[config.mk]
export PLATFORM = sky130hd
export DESIGN_NAME = mem_stage_flat
export DESIGN_NICKNAME = d
export VERILOG_FILES = /design/src/rtl/mem_stage_pkg.sv /design/src/rtl/mem_stage_if.sv /design/src/rtl/mem_stage_load_align.sv /design/src/rtl/mem_stage.sv /design/src/flat_wrapper.sv
export SDC_FILE = /design/constraint.sdc
export NUM_CORES = 1
export LEC_CHECK = 0
export ABC_CLOCK_PERIOD_IN_PS = 3250
export BUFFER_PORTS_ARGS = -buffer_cell sky130_fd_sc_hd__buf_2
export CAP_MARGIN = 20
export CORE_AREA = 2 2 147 149
export DETAILED_ROUTE_END_ITERATION = 16
export DIE_AREA = 0 0 149 151
export GPL_TIMING_DRIVEN = 0
export RECOVER_POWER = 25
export SLEW_MARGIN = 40
export SYNTH_ARGS = -nofsm -noshare
export SYNTH_HDL_FRONTEND = slang
export SYNTH_HIERARCHICAL = 1
export SYNTH_SLANG_ARGS = --single-unit
[constraint.sdc]
create_clock -name clk -period 3.25 [get_ports clk]
set_input_delay 0.65 -clock clk [delete_from_list [all_inputs] [get_ports clk]]
set_output_delay 0.65 -clock clk [all_outputs]
set_load 0.05 [all_outputs]
[src/rtl/mem_stage_pkg.sv]
// Shared definitions for the MEM stage: write-back selects, load/store size codes,
// FSM states and the misalignment rule.
package mem_pkg;

  localparam logic [1:0] WD_ALU   = 2'b00;
  localparam logic [1:0] WD_DRAM  = 2'b01;
  localparam logic [1:0] WD_PC4   = 2'b10;
  localparam logic [1:0] WD_AUIPC = 2'b11;

  localparam logic [2:0] F3_B  = 3'b000;
  localparam logic [2:0] F3_H  = 3'b001;
  localparam logic [2:0] F3_W  = 3'b010;
  localparam logic [2:0] F3_BU = 3'b100;
  localparam logic [2:0] F3_HU = 3'b101;

  typedef enum logic [1:0] {
    IDLE   = 2'd0,
    ACCESS = 2'd1,
    DONE   = 2'd2
  } mem_state_e;

  // f3[1:0] carries the access size for both loads and stores (00 byte, 01 half, 10 word).
  function automatic logic is_misaligned(input logic [2:0] f3, input logic [1:0] off);
    return ((f3[1:0] == 2'b01) && off[0]) || ((f3[1:0] == 2'b10) && (off != 2'b00));
  endfunction

endpackage

[src/rtl/mem_stage_if.sv]
// Data-memory bus between the MEM stage (master) and the data RAM (slave).
// Handshake: dram_req is held with addr/we/be/wdata stable until the slave answers with a
// one-cycle dram_ack; dram_rdata is valid in the ack cycle only.
interface mem_stage_if;
  logic        dram_req;
  logic        dram_we;
  logic [31:0] dram_addr;
  logic [3:0]  dram_be;
  logic [31:0] dram_wdata;
  logic        dram_ack;
  logic [31:0] dram_rdata;

  modport master (
    output dram_req, dram_we, dram_addr, dram_be, dram_wdata,
    input  dram_ack, dram_rdata
  );

  modport slave (
    input  dram_req, dram_we, dram_addr, dram_be, dram_wdata,
    output dram_ack, dram_rdata
  );
endinterface

[src/rtl/mem_stage_load_align.sv]
// Load lane selection: picks the addressed byte/halfword/word from the read word and
// sign- or zero-extends it according to f3.
module mem_load_align
  import mem_pkg::*;
(
  input  logic [31:0] rdata,
  input  logic [1:0]  off,
  input  logic [2:0]  f3,
  output logic [31:0] data
);

  logic [7:0]  byte_sel;
  logic [15:0] half_sel;

  assign byte_sel = rdata[{off, 3'b000} +: 8];
  assign half_sel = off[1] ? rdata[31:16] : rdata[15:0];

  always_comb begin
    data = '0;
    unique case (f3)
      F3_B:    data = {{24{byte_sel[7]}}, byte_sel};
      F3_BU:   data = {24'h0, byte_sel};
      F3_H:    data = {{16{half_sel[15]}}, half_sel};
      F3_HU:   data = {16'h0, half_sel};
      F3_W:    data = rdata;
      default: data = '0;
    endcase
  end

endmodule

[src/rtl/mem_stage.sv]
// MEM stage of the RV32I pipeline: data-memory access FSM, MEM/WB register and
// write-back select. Optional ack timeout with sticky mem_err under `MEM_TIMEOUT_EN.
module mem_stage
  import mem_pkg::*;
#(
  parameter int TIMEOUT_CYCLES = 16
)
(
  input  logic        clk,
  input  logic        rst_n,
  input  logic [31:0] inst_mem,
  input  logic [31:0] pc_mem,
  input  logic [31:0] mem_rd2,
  input  logic [31:0] mem_alu_c,
  input  logic [31:0] mem_auipc,
  input  logic [1:0]  mem_wd_sel,
  input  logic        mem_dram_we,
  input  logic        is_load_mem,
  input  logic        mem_rf_we,
  mem_stage_if.master dram,
  output logic        mem_stall,
  output logic        mem_misalign,
  output logic [31:0] wb_wd,
  output logic        wb_rf_we,
  output logic [4:0]  wb_rd,
  output logic [31:0] inst_wb,
  output logic [31:0] pc_wb,
  output logic        is_load_wb,
  output logic        mem_err,
  output mem_state_e  dbg_state
);

  mem_state_e  state, state_n;
  logic [31:0] load_q, load_n, load_data, wd_next;
  logic [2:0]  f3;
  logic [1:0]  off;
  logic [3:0]  be_base;
  logic        memop, misal, start, in_access, timeout_hit;

  assign f3        = inst_mem[14:12];
  assign off       = mem_alu_c[1:0];
  assign memop     = is_load_mem | mem_dram_we;
  assign misal     = is_misaligned(f3, off);
  assign start     = (state == IDLE) && memop && !misal;
  assign in_access = (state == ACCESS);
  assign dbg_state = state;

  mem_load_align u_align (
    .rdata (dram.dram_rdata),
    .off   (off),
    .f3    (f3),
    .data  (load_data)
  );

`ifdef MEM_TIMEOUT_EN
  localparam int CNT_W = $clog2(TIMEOUT_CYCLES + 1);
  logic [CNT_W-1:0] wait_cnt;

  // An ack arriving in the final allowed cycle still wins over the abort.
  assign timeout_hit = in_access && !dram.dram_ack &&
                       (wait_cnt == CNT_W'(TIMEOUT_CYCLES - 1));

  always_ff @(posedge clk) begin
    if (!rst_n) begin
      wait_cnt <= '0;
      mem_err  <= 1'b0;
    end else begin
      wait_cnt <= in_access ? wait_cnt + CNT_W'(1) : '0;
      if (timeout_hit) mem_err <= 1'b1;
    end
  end
`else
  logic unused_timeout;
  assign unused_timeout = ^TIMEOUT_CYCLES;
  assign timeout_hit    = 1'b0;
  assign mem_err        = 1'b0;
`endif

  always_ff @(posedge clk) begin
    if (!rst_n) begin
      state  <= IDLE;
      load_q <= '0;
    end else begin
      state  <= state_n;
      load_q <= load_n;
    end
  end

  always_comb begin
    state_n = state;
    load_n  = load_q;
    unique case (state)
      IDLE:   if (start) state_n = ACCESS;
      ACCESS: begin
        if (dram.dram_ack) begin
          state_n = DONE;
          load_n  = load_data;
        end else if (timeout_hit) begin
          state_n = DONE;
          load_n  = '0;
        end
      end
      DONE:    state_n = IDLE;
      default: state_n = IDLE;
    endcase
  end

  assign mem_stall    = start || in_access;
  assign mem_misalign = (state == IDLE) && memop && misal;

  // Bus fields are driven only while a request is outstanding.
  always_comb begin
    be_base = 4'b1111;
    unique case (f3[1:0])
      2'b00:   be_base = 4'b0001;
      2'b01:   be_base = 4'b0011;
      default: be_base = 4'b1111;
    endcase
    dram.dram_req   = in_access;
    dram.dram_we    = in_access && mem_dram_we;
    dram.dram_addr  = in_access ? {mem_alu_c[31:2], 2'b00} : '0;
    dram.dram_be    = in_access ? (be_base << off) : '0;
    dram.dram_wdata = '0;
    if (in_access) begin
      unique case (f3[1:0])
        2'b00:   dram.dram_wdata = {4{mem_rd2[7:0]}};
        2'b01:   dram.dram_wdata = {2{mem_rd2[15:0]}};
        default: dram.dram_wdata = mem_rd2;
      endcase
    end
  end

  // Load data is only meaningful in DONE; misaligned or non-memory ops read as 0.
  always_comb begin
    wd_next = '0;
    unique case (mem_wd_sel)
      WD_ALU:   wd_next = mem_alu_c;
      WD_DRAM:  wd_next = (state == DONE) ? load_q : '0;
      WD_PC4:   wd_next = pc_mem + 32'd4;
      WD_AUIPC: wd_next = mem_auipc;
      default:  wd_next = '0;
    endcase
  end

  always_ff @(posedge clk) begin
    if (!rst_n || mem_stall) begin
      wb_wd      <= '0;
      wb_rf_we   <= 1'b0;
      wb_rd      <= '0;
      inst_wb    <= '0;
      pc_wb      <= '0;
      is_load_wb <= 1'b0;
    end else begin
      wb_wd      <= wd_next;
      wb_rf_we   <= mem_rf_we;
      wb_rd      <= inst_mem[11:7];
      inst_wb    <= inst_mem;
      pc_wb      <= pc_mem;
      is_load_wb <= is_load_mem;
    end
  end

endmodule

[src/flat_wrapper.sv]
// flat-port wrapper written by rule: the top's interface ports become plain ports
module mem_stage_flat import mem_pkg::*;
#(
  parameter int TIMEOUT_CYCLES = 16
)
  (clk, rst_n, inst_mem, pc_mem, mem_rd2, mem_alu_c, mem_auipc, mem_wd_sel, mem_dram_we, is_load_mem, mem_rf_we, mem_stall, mem_misalign, wb_wd, wb_rf_we, wb_rd, inst_wb, pc_wb, is_load_wb, mem_err, dbg_state, dram_dram_req, dram_dram_we, dram_dram_addr, dram_dram_be, dram_dram_wdata, dram_dram_ack, dram_dram_rdata);
  mem_stage_if dram_i ();
  input  logic clk;
  input  logic rst_n;
  input  logic [31:0] inst_mem;
  input  logic [31:0] pc_mem;
  input  logic [31:0] mem_rd2;
  input  logic [31:0] mem_alu_c;
  input  logic [31:0] mem_auipc;
  input  logic [1:0] mem_wd_sel;
  input  logic mem_dram_we;
  input  logic is_load_mem;
  input  logic mem_rf_we;
  output logic mem_stall;
  output logic mem_misalign;
  output logic [31:0] wb_wd;
  output logic wb_rf_we;
  output logic [4:0] wb_rd;
  output logic [31:0] inst_wb;
  output logic [31:0] pc_wb;
  output logic is_load_wb;
  output logic mem_err;
  output mem_state_e dbg_state;
  output wire logic [$bits(dram_i.dram_req)-1:0] dram_dram_req;
  output wire logic [$bits(dram_i.dram_we)-1:0] dram_dram_we;
  output wire logic [$bits(dram_i.dram_addr)-1:0] dram_dram_addr;
  output wire logic [$bits(dram_i.dram_be)-1:0] dram_dram_be;
  output wire logic [$bits(dram_i.dram_wdata)-1:0] dram_dram_wdata;
  input wire logic [$bits(dram_i.dram_ack)-1:0] dram_dram_ack;
  input wire logic [$bits(dram_i.dram_rdata)-1:0] dram_dram_rdata;
  assign dram_dram_req = dram_i.dram_req;
  assign dram_dram_we = dram_i.dram_we;
  assign dram_dram_addr = dram_i.dram_addr;
  assign dram_dram_be = dram_i.dram_be;
  assign dram_dram_wdata = dram_i.dram_wdata;
  assign dram_i.dram_ack = dram_dram_ack;
  assign dram_i.dram_rdata = dram_dram_rdata;
  mem_stage #(.TIMEOUT_CYCLES(TIMEOUT_CYCLES)) u_core (.clk(clk), .rst_n(rst_n), .inst_mem(inst_mem), .pc_mem(pc_mem), .mem_rd2(mem_rd2), .mem_alu_c(mem_alu_c), .mem_auipc(mem_auipc), .mem_wd_sel(mem_wd_sel), .mem_dram_we(mem_dram_we), .is_load_mem(is_load_mem), .mem_rf_we(mem_rf_we), .dram(dram_i), .mem_stall(mem_stall), .mem_misalign(mem_misalign), .wb_wd(wb_wd), .wb_rf_we(wb_rf_we), .wb_rd(wb_rd), .inst_wb(inst_wb), .pc_wb(pc_wb), .is_load_wb(is_load_wb), .mem_err(mem_err), .dbg_state(dbg_state));
endmodule
==> reports/metrics.yaml, run 1 <==
outcome:
  outcome: "finished clean"
grt:
  first_global_vias: 7234
  antenna_found_initial: 3
  track_usage_pct: 25.0
  grt_pass1_wl_microns: 42200
  grt_max_degree: 17
  overflow: 0
detailed_routing:
  antenna_left: 0
  wl_per_cell_microns: 18.8
  dr.pass1.iters: 5
  first_iter_violations: 466
  wl_microns: 29200
  drc: 0
  vias: 7705
  avgViaCountPerCell: 4.96
yosys:
  async_flop_share_pct: 0
  syn_avg_cell_area_sq_um: 8.10
  yosysWarnings: 6
  synth_cells: 872
  yosysSeqAreaShare_pct: 37.4
  ys_seq_elements: 132
  syn_area_sq_mm: 0.00707
  synth_edf_count: 0
  synth_flop_cell: "dfxtp_1"
  ys_types: 67
clock_network:
  tritoncts: "yes"
  clk_pin_slew_worst_paths_ns: 0.06
  clock_latency_ns: 0.42
  cts_hold_buf: 0
  htreeDepth: 4
  cts_buffer_depth: 2
  postCtsSetupBuffers: 0
  cts_sinks: 132
  cts-buffers-inserted: 17
  ctsResizeCount: 0
  root_buffer: "clkbuf_16"
floorplan:
  die_w_microns: 149
  row_count: 53
  io-pin-count: 378
  die_y_microns: 151
  die_area_sq_mm: 0.0225
  initial_core_util_pct: 33.9
  core_area_sq_mm: 0.0208
power_and_ir_drop:
  p_per_area_mw_per_mm2: 523
  vdd_drop_max_mv: 0.278
  leakage_nw: 4.27
  fin_total_pwr_mw: 5.10
critical_path:
  cp_data_required_time_ns: 2.60
  path_class: "reg -> out"
  cp_max_fo: 14
  start_kind: "flip-flop"
  cp.arrival_ns: 2.44
  reg2reg_depth: 7
  crit_path_end_kind: "output pin"
timing:
  finalSetupTns_ns: 0
  slew_violations: 0
  hold_ws_ns: 0.424
  period_share_pct: 95.2
  finalSetupViolCount: 0
  max_clock_freq_ghz: 0.323
  rsz0062_at_grt: "false"
  slew_headroom_pct: 53.7
  hold_viol: 0
  fin_skew_ns: 0.00515
  tightest_slew_ns: 0.694
  fin_crit_ns: 3.09
place:
  io_buffers: 369
  gp_congestion: 0.919
  place_area_sq_mm: 0.00926
  dp_hpwl_microns: 24300
finish:
  mostFrequentLayoutCell: "buf_2"
  multi_input_area_sq_mm: 0.00400
  nets: 1462
  drive_gt1_share_pct: 29.6
  final_cell_mix: "buf_2 (301), dfxtp_1 (132), clkbuf_1 (126), nand2_1 (126), and2_1 (106)"
  final_util_pct: 46.9
  syn_to_final_growth_pct: 38.1
  fill_cells: 2167
  final_cell_area_sq_mm: 0.00976
  regArea_sq_mm: 0.00264
worst_hold_path:
  worstHoldPathCells: 2
  hp-class: "in -> reg"
run:
  maxCapViolCount: 0
[registers in the layout, indices dropped and copies added, names as in the netlist]
| signal | count |
|---|---|
| u_core/inst_wb | 28 |
| u_core/pc_wb | 32 |
| u_core/wb_wd | 32 |
| u_core/wb_rd | 4 |
| u_core/is_load_wb | 1 |
| u_core/wb_rf_we | 1 |
| u_core/load_q | 32 |
| u_core/dbg_state | 2 |
[logic make-up after synthesis]
kind of cell    Yosys count  share of synthesized area (%)
simple gates            378                           27.8
fa+ha+maj                 1                          0.177
mux                      31                           5.03
flops                   132                           37.4
compound gates          221                           21.3
xor+xnor                 17                           2.11
buf+inv                  91                           6.11
other cells               1                         0.0531
[final timing paths]
kind,start,to,slack [ns]
max,u_core/dbg_state[1]$_SDFFE_PN0P_,dram_dram_addr[13],0.16
min,inst_mem[31],u_core/inst_wb[31]$_SDFF_PP0_,0.42
min reg2reg,u_core/load_q[8]$_SDFFE_PN0P_,u_core/load_q[8]$_SDFFE_PN0P_,0.46
max reg2reg,u_core/dbg_state[1]$_SDFFE_PN0P_,u_core/wb_wd[19]$_SDFF_PP0_,0.93
[stage by stage]
step                instances  setup slack (ns)
floorplan                 874             0.195
global placement         1518             0.226
detailed placement       1518             0.236
CTS                      1549             0.105
global route             1551            0.0441
finish                   1552             0.156
[power breakdown]
group | leakage (nW) | total [mW] | internal [mW] | switching, mW
Clock | 0.274 | 1.90 | 1.17 | 0.729
Sequential | 1.08 | 1.75 | 1.72 | 0.0318
Combinational | 2.91 | 1.45 | 0.388 | 1.06
[final cells by class]
type	instances	share of cell area [%]
clock buffer	20	4.68
antenna	3	0.0769
inverter	7	0.269
buffer	83	4.10
sequential	132	27.1
tap	275	3.53
clock inverter	12	1.33
multi-input combinational	651	41.0
timing repair buffer	369	18.0
[cells in the mapped netlist, drive strengths merged (6+ instances only)]
cell type | count | area, sq um
and3 | 8 | 56.3
mux2 | 6 | 67.6
a211oi | 9 | 67.6
o211ai | 23 | 173
nor3 | 14 | 70.1
o221ai | 7 | 61.3
nand3 | 29 | 145
xnor2 | 10 | 87.6
clkbuf | 52 | 196
mux2i | 22 | 220
a21boi | 33 | 251
o21ai | 31 | 155
a22oi | 16 | 134
and2 | 107 | 671
a22o | 12 | 105
a21oi | 59 | 303
nor2b | 7 | 43.8
inv | 7 | 26.3
buf | 32 | 209
xor2 | 7 | 61.3
dfxtp | 132 | 2640
nor2 | 50 | 188
nand4 | 7 | 95.1
nand2 | 126 | 473
a221oi | 6 | 52.6
[routing by layer]
metal / vias up / global-route usage, % / share of wire (%)
met5: - / 0 / 0
met4: 0 / 7.52 / 1.8
met3: 29 / 4.82 / 6.8
met2: 307 / 43.2 / 49
met1: 3547 / 31.6 / 43
li1: 3822 / - / -
[worst max-delay path, cell delays in order, from the launching register on]
cell      delay, ns
dfxtp_1        0.35
nand2b_1       0.15
clkbuf_1       0.20
inv_2          0.29
clkbuf_1       0.51
and2_1         0.24
buf_2          0.27
Power figures use the tool's default switching activity.
==> inputs of run 2 (changes only) <==
==> constraint.sdc (replaced) <==
create_clock -name clk -period 3.25 [get_ports clk]
set_input_delay 0 -clock clk [delete_from_list [all_inputs] [get_ports clk]]
set_output_delay 0 -clock clk [all_outputs]
set_load 0.05 [all_outputs]
==> reports/metrics.yaml, run 2 (synthesized netlist as in run 1, its figures left out) <==
timing:
  max_clock_freq_ghz: 0.348
  fin_skew_ns: 0.00700
  finalSetupViolCount: 0
  hold_ws_ns: -0.00342
  finalSetupTns_ns: 0
  fin_crit_ns: 2.88
  worst_slack_ns: 0.374
  rsz0062_at_grt: "false"
  tightest_slew_ns: 0.719
  period_share_pct: 88.5
  slew_violations: 0
  slew_headroom_pct: 52.1
  hold_viol: 2
grt:
  first_global_vias: 7942
  antenna_found_initial: 5
  grt_max_degree: 17
  track_usage_pct: 26.3
  overflow: 0
  grt_pass1_wl_microns: 44900
floorplan:
  core_area_sq_mm: 0.0208
  row_count: 53
  die_y_microns: 151
  die_area_sq_mm: 0.0225
  initial_core_util_pct: 33.9
  die_w_microns: 149
  io-pin-count: 378
finish:
  fill_cells: 2056
  nets: 1567
  drive_gt1_share_pct: 27.3
  final_cell_mix: "buf_2 (300), dfxtp_1 (132), clkbuf_1 (128)"
  syn_to_final_growth_pct: 52.9
  final_cell_count_no_fill: 1658
  largestRegisters: "u_core/load_q (32), u_core/pc_wb (32), u_core/wb_wd (32)"
  mostFrequentLayoutCell: "buf_2"
  regArea_sq_mm: 0.00264
  multi_input_area_sq_mm: 0.00400
detailed_routing:
  wl_microns: 30800
  wl_per_cell_microns: 18.6
  first_iter_violations: 460
  drt-met1-wl_microns: 13200
  routed-wl-met3_microns: 1960
  antenna_left: 0
  vias: 8202
  top_layer_used: "met5"
  dr.pass1.iters: 5
  wl_met2_microns: 15100
  drc: 0
  avgViaCountPerCell: 4.95
clock_network:
  tritoncts: "yes"
  root_buffer: "clkbuf_16"
  cts_sinks: 132
  htreeDepth: 4
  clock_latency_ns: 0.42
  clk_pin_slew_worst_paths_ns: 0.06
  cts_buffer_depth: 2
  postCtsSetupBuffers: 0
  cts-buffers-inserted: 17
power_and_ir_drop:
  switchingPower_mw: 1.86
  p_seq_share_pct: 33.6
  p_comb_share_pct: 30.0
  clkPwrFrac_pct: 36.4
  p_per_area_mw_per_mm2: 483
  vdd_drop_max_mv: 0.281
  leakage_nw: 4.73
  fin_total_pwr_mw: 5.22
  power.internal_mw: 3.36
  p_sw_share_pct: 35.6
worst_hold_path:
  hp-class: "in -> reg"
  min_from: "rst_n"
place:
  gp_congestion: 0.919
  post-place-ws_ns: 0.886
  dp_hpwl_microns: 24300
  placed_cells: 1518
  io_buffers: 369
critical_path:
  start_kind: "flip-flop"
  cp-startpoint: "u_core/dbg_state[1]$_SDFFE_PN0P_"
  path_class: "reg -> reg"
  rr_startpoint: "u_core/dbg_state[1]$_SDFFE_PN0P_"
  cp_max_fo: 10
  cp_data_required_time_ns: 3.61
  cp.arrival_ns: 3.24
  crit_path_end_kind: "flip-flop"
run:
  maxCapViolCount: 0
outcome:
  failed_checks: "hold timing"
  outcome: "finished, violations left"
==> run 2: area by class of cell <==
cell class | count | area share [%]
flip-flops and latches | 132 | 24.5
well taps | 275 | 3.18
plain buffers | 84 | 3.75
clock buffers | 20 | 4.23
multi-input cells | 651 | 37.0
clock inverters | 12 | 1.20
inverters | 7 | 0.243
repair buffers | 473 | 25.8
diodes | 4 | 0.0926
==> run 2: path summary, 6_finish.rpt <==
kind / to / slack (ns) / cells past startpoint
max reg2reg: u_core/wb_wd[19]$_SDFF_PP0_ / 0.37 / 8
max: u_core/wb_wd[19]$_SDFF_PP0_ / 0.37 / 8
min: u_core/load_q[3]$_SDFFE_PN0P_ / -0.003 / 2
min reg2reg: u_core/load_q[8]$_SDFFE_PN0P_ / 0.46 / 2
==> run 2: worst max-delay path: stages (launching register included) <==
cell and delay (ns):
dfxtp_1 0.41, nand2b_1 0.13, clkbuf_1 0.30, nand2_1 0.12, a21oi_2 0.47, clkbuf_1 0.41, o21ai_0 0.19, a31oi_1 0.21
dlygate4sd3_1 0.59
==> run 2: per-stage QoR <==
stage / cell area, sq um / utilization, %
6_report: 10800 / 51.9
5_1_grt: 10800 / 51.9
4_1_cts: 10900 / 52.3
3_5_place_dp: 9260 / 44.5
3_3_place_gp: 9260 / 44.5
2_1_floorplan: 7070 / -
==> run 2: power by group through the flow <==
stage	Sequential (mW)	Clock [mW]	Combinational (mW)
finish	1.75	1.90	1.57
CTS	1.75	1.93	1.58
global route	1.76	1.99	1.65
floorplan	2.11	0	0.670
detailed placement	1.79	0	1.47
global placement	1.78	0	1.47
==> run 2: layer usage <==
metal / track usage, % / vias to the layer above
li1: - / 4032
met1: 32.8 / 3802
met2: 45.9 / 321
met3: 4.94 / 45
met4: 8.57 / 2
met5: 0 / -
==> run 2: what timing repair did <==
item | CTS | global route
gates resized for setup | 0 | 0
setup endpoints to repair | 0 | 0
hold endpoints to repair | 93 | 0
hold buffers | 104 | 0
==> inputs of run 3 (changes only) <==
--- a/config.mk
+++ b/config.mk
@@ -8,9 +8,10 @@
 export ABC_CLOCK_PERIOD_IN_PS = 3250
 export BUFFER_PORTS_ARGS = -buffer_cell sky130_fd_sc_hd__buf_2
 export CAP_MARGIN = 20
-export CORE_AREA = 2 2 147 149
+export CORE_AREA = 2 2 145 147
+export CTS_BUF_LIST = sky130_fd_sc_hd__clkbuf_8
 export DETAILED_ROUTE_END_ITERATION = 16
-export DIE_AREA = 0 0 149 151
+export DIE_AREA = 0 0 147 149
 export GPL_TIMING_DRIVEN = 0
 export RECOVER_POWER = 25
 export SLEW_MARGIN = 40
==> reports/metrics.yaml, run 3 (synthesized netlist as in run 1, its figures left out) <==
place:
  gp_congestion: 0.864
  io_buffers: 369
  dp_hpwl_microns: 23200
detailed_routing:
  dr.pass1.iters: 5
  wl_microns: 29900
  vias: 8244
  first_iter_violations: 538
  wl_per_cell_microns: 17.9
  avgViaCountPerCell: 4.93
  antenna_left: 0
  drc: 0
timing:
  period_share_pct: 85.0
  finalSetupTns_ns: 0
  fin_crit_ns: 2.76
  slew_violations: 0
  max_clock_freq_ghz: 0.362
  finalSetupViolCount: 0
  hold_viol: 0
  slew_headroom_pct: 52.4
  fin_skew_ns: 0.0123
  tightest_slew_ns: 0.717
  rsz0062_at_grt: "false"
grt:
  overflow: 0
  antenna_found_initial: 3
  grt_pass1_wl_microns: 44400
  grt_max_degree: 17
  track_usage_pct: 26.2
  first_global_vias: 7755
clock_network:
  htreeDepth: 4
  cts_sinks: 132
  ctsResizeCount: 0
  clock_latency_ns: 0.44
  tritoncts: "yes"
  cts_buffer_depth: 2
  clk_pin_slew_worst_paths_ns: 0.08
  root_buffer: "clkbuf_8"
  cts-buffers-inserted: 17
floorplan:
  die_area_sq_mm: 0.0219
  row_count: 53
  die_y_microns: 149
  die_w_microns: 147
  core_area_sq_mm: 0.0206
  io-pin-count: 378
  initial_core_util_pct: 34.4
finish:
  final_cell_mix: "buf_2 (300), dfxtp_1 (132), clkbuf_1 (127)"
  mostFrequentLayoutCell: "buf_2"
  drive_gt1_share_pct: 26.9
  syn_to_final_growth_pct: 53.0
  nets: 1585
  largestRegisters: "u_core/load_q (32), u_core/pc_wb (32), u_core/wb_wd (32)"
  fill_cells: 2051
critical_path:
  crit_path_end_kind: "flip-flop"
  cp_max_fo: 10
  start_kind: "flip-flop"
  path_class: "reg -> reg"
  cp.arrival_ns: 3.15
  cp_data_required_time_ns: 3.64
power_and_ir_drop:
  clkPwrFrac_pct: 30.6
  power.internal_mw: 3.00
  leakage_nw: 4.74
  p_sw_share_pct: 37.3
  p_seq_share_pct: 36.5
  switchingPower_mw: 1.79
  p_comb_share_pct: 32.8
  vdd_drop_max_mv: 0.227
  fin_total_pwr_mw: 4.79
  p_per_area_mw_per_mm2: 443
outcome:
  outcome: "finished clean"
worst_hold_path:
  hp-class: "in -> reg"
run:
  maxCapViolCount: 0
[run 3: final timing paths]
check,startpoint,cells after the start,slack [ns],endpoint
hold / removal,dram_dram_rdata[18],5,0.02,u_core/load_q[18]$_SDFFE_PN0P_
setup reg to reg,u_core/dbg_state[1]$_SDFFE_PN0P_,8,0.49,u_core/wb_wd[16]$_SDFF_PP0_
setup / recovery,u_core/dbg_state[1]$_SDFFE_PN0P_,8,0.49,u_core/wb_wd[16]$_SDFF_PP0_
hold reg to reg,u_core/load_q[28]$_SDFFE_PN0P_,2,0.46,u_core/load_q[28]$_SDFFE_PN0P_
[run 3: what timing repair did]
item | in CTS | in global routing
hold endpoints to repair | 112 | 0
setup buffers | 0 | 0
hold buffers | 122 | 0
endpoints found under the setup margin | 0 | 0
[run 3: final cells by class]
class / instances / area [sq um] / area share (%)
clock buffers: 19 / 262 / 2.42
repair buffers: 491 / 2970 / 27.5
flip-flops and latches: 132 / 2640 / 24.4
clock inverters: 12 / 155 / 1.44
well taps: 275 / 344 / 3.18
inverters: 7 / 26.3 / 0.243
plain buffers: 84 / 405 / 3.75
multi-input cells: 651 / 4000 / 37.0
diodes: 2 / 5.00 / 0.0463
[run 3: per-layer routing]
| layer | vias to the layer above | track usage, % | wire length, microns |
|---|---|---|---|
| met1 | 3814 | 33.2 | 12700 |
| met4 | 2 | 7.88 | 567 |
| met5 | - | 0 | 12 |
| met2 | 328 | 45.9 | 14700 |
| li1 | 4066 | - | - |
| met3 | 34 | 4.56 | 1930 |
[run 3: power groups by stage]
stage	Clock [mW]	Sequential [mW]	Combinational [mW]
after floorplan	0	2.11	0.670
after global routing	1.56	1.76	1.67
after global placement	0	1.78	1.46
after CTS	1.49	1.75	1.59
final	1.47	1.75	1.57
after detailed placement	0	1.78	1.46
[run 3: worst max-delay path, cell delays in order (launching register included)]
cell and delay [ns]:
dfxtp_1 0.38, nand2b_1 0.12, clkbuf_1 0.29, nand2_1 0.11
a21oi_2 0.48, clkbuf_1 0.40, o21ai_0 0.20, a21oi_1 0.17
dlygate4sd3_1 0.57
[run 3: stage by stage]
step,instance area [sq um],hold slack [ns],setup WS (ns),cells,util [%]
floorplan,7070,0.122,0.994,874,-
global placement,9260,0.199,0.945,1518,45.1
detailed placement,9260,0.203,0.992,1518,45.1
CTS,10900,0.00146,0.452,1671,53.0
global route,10800,0.0273,0.243,1673,52.6
finish,10800,0.0201,0.486,1673,52.6
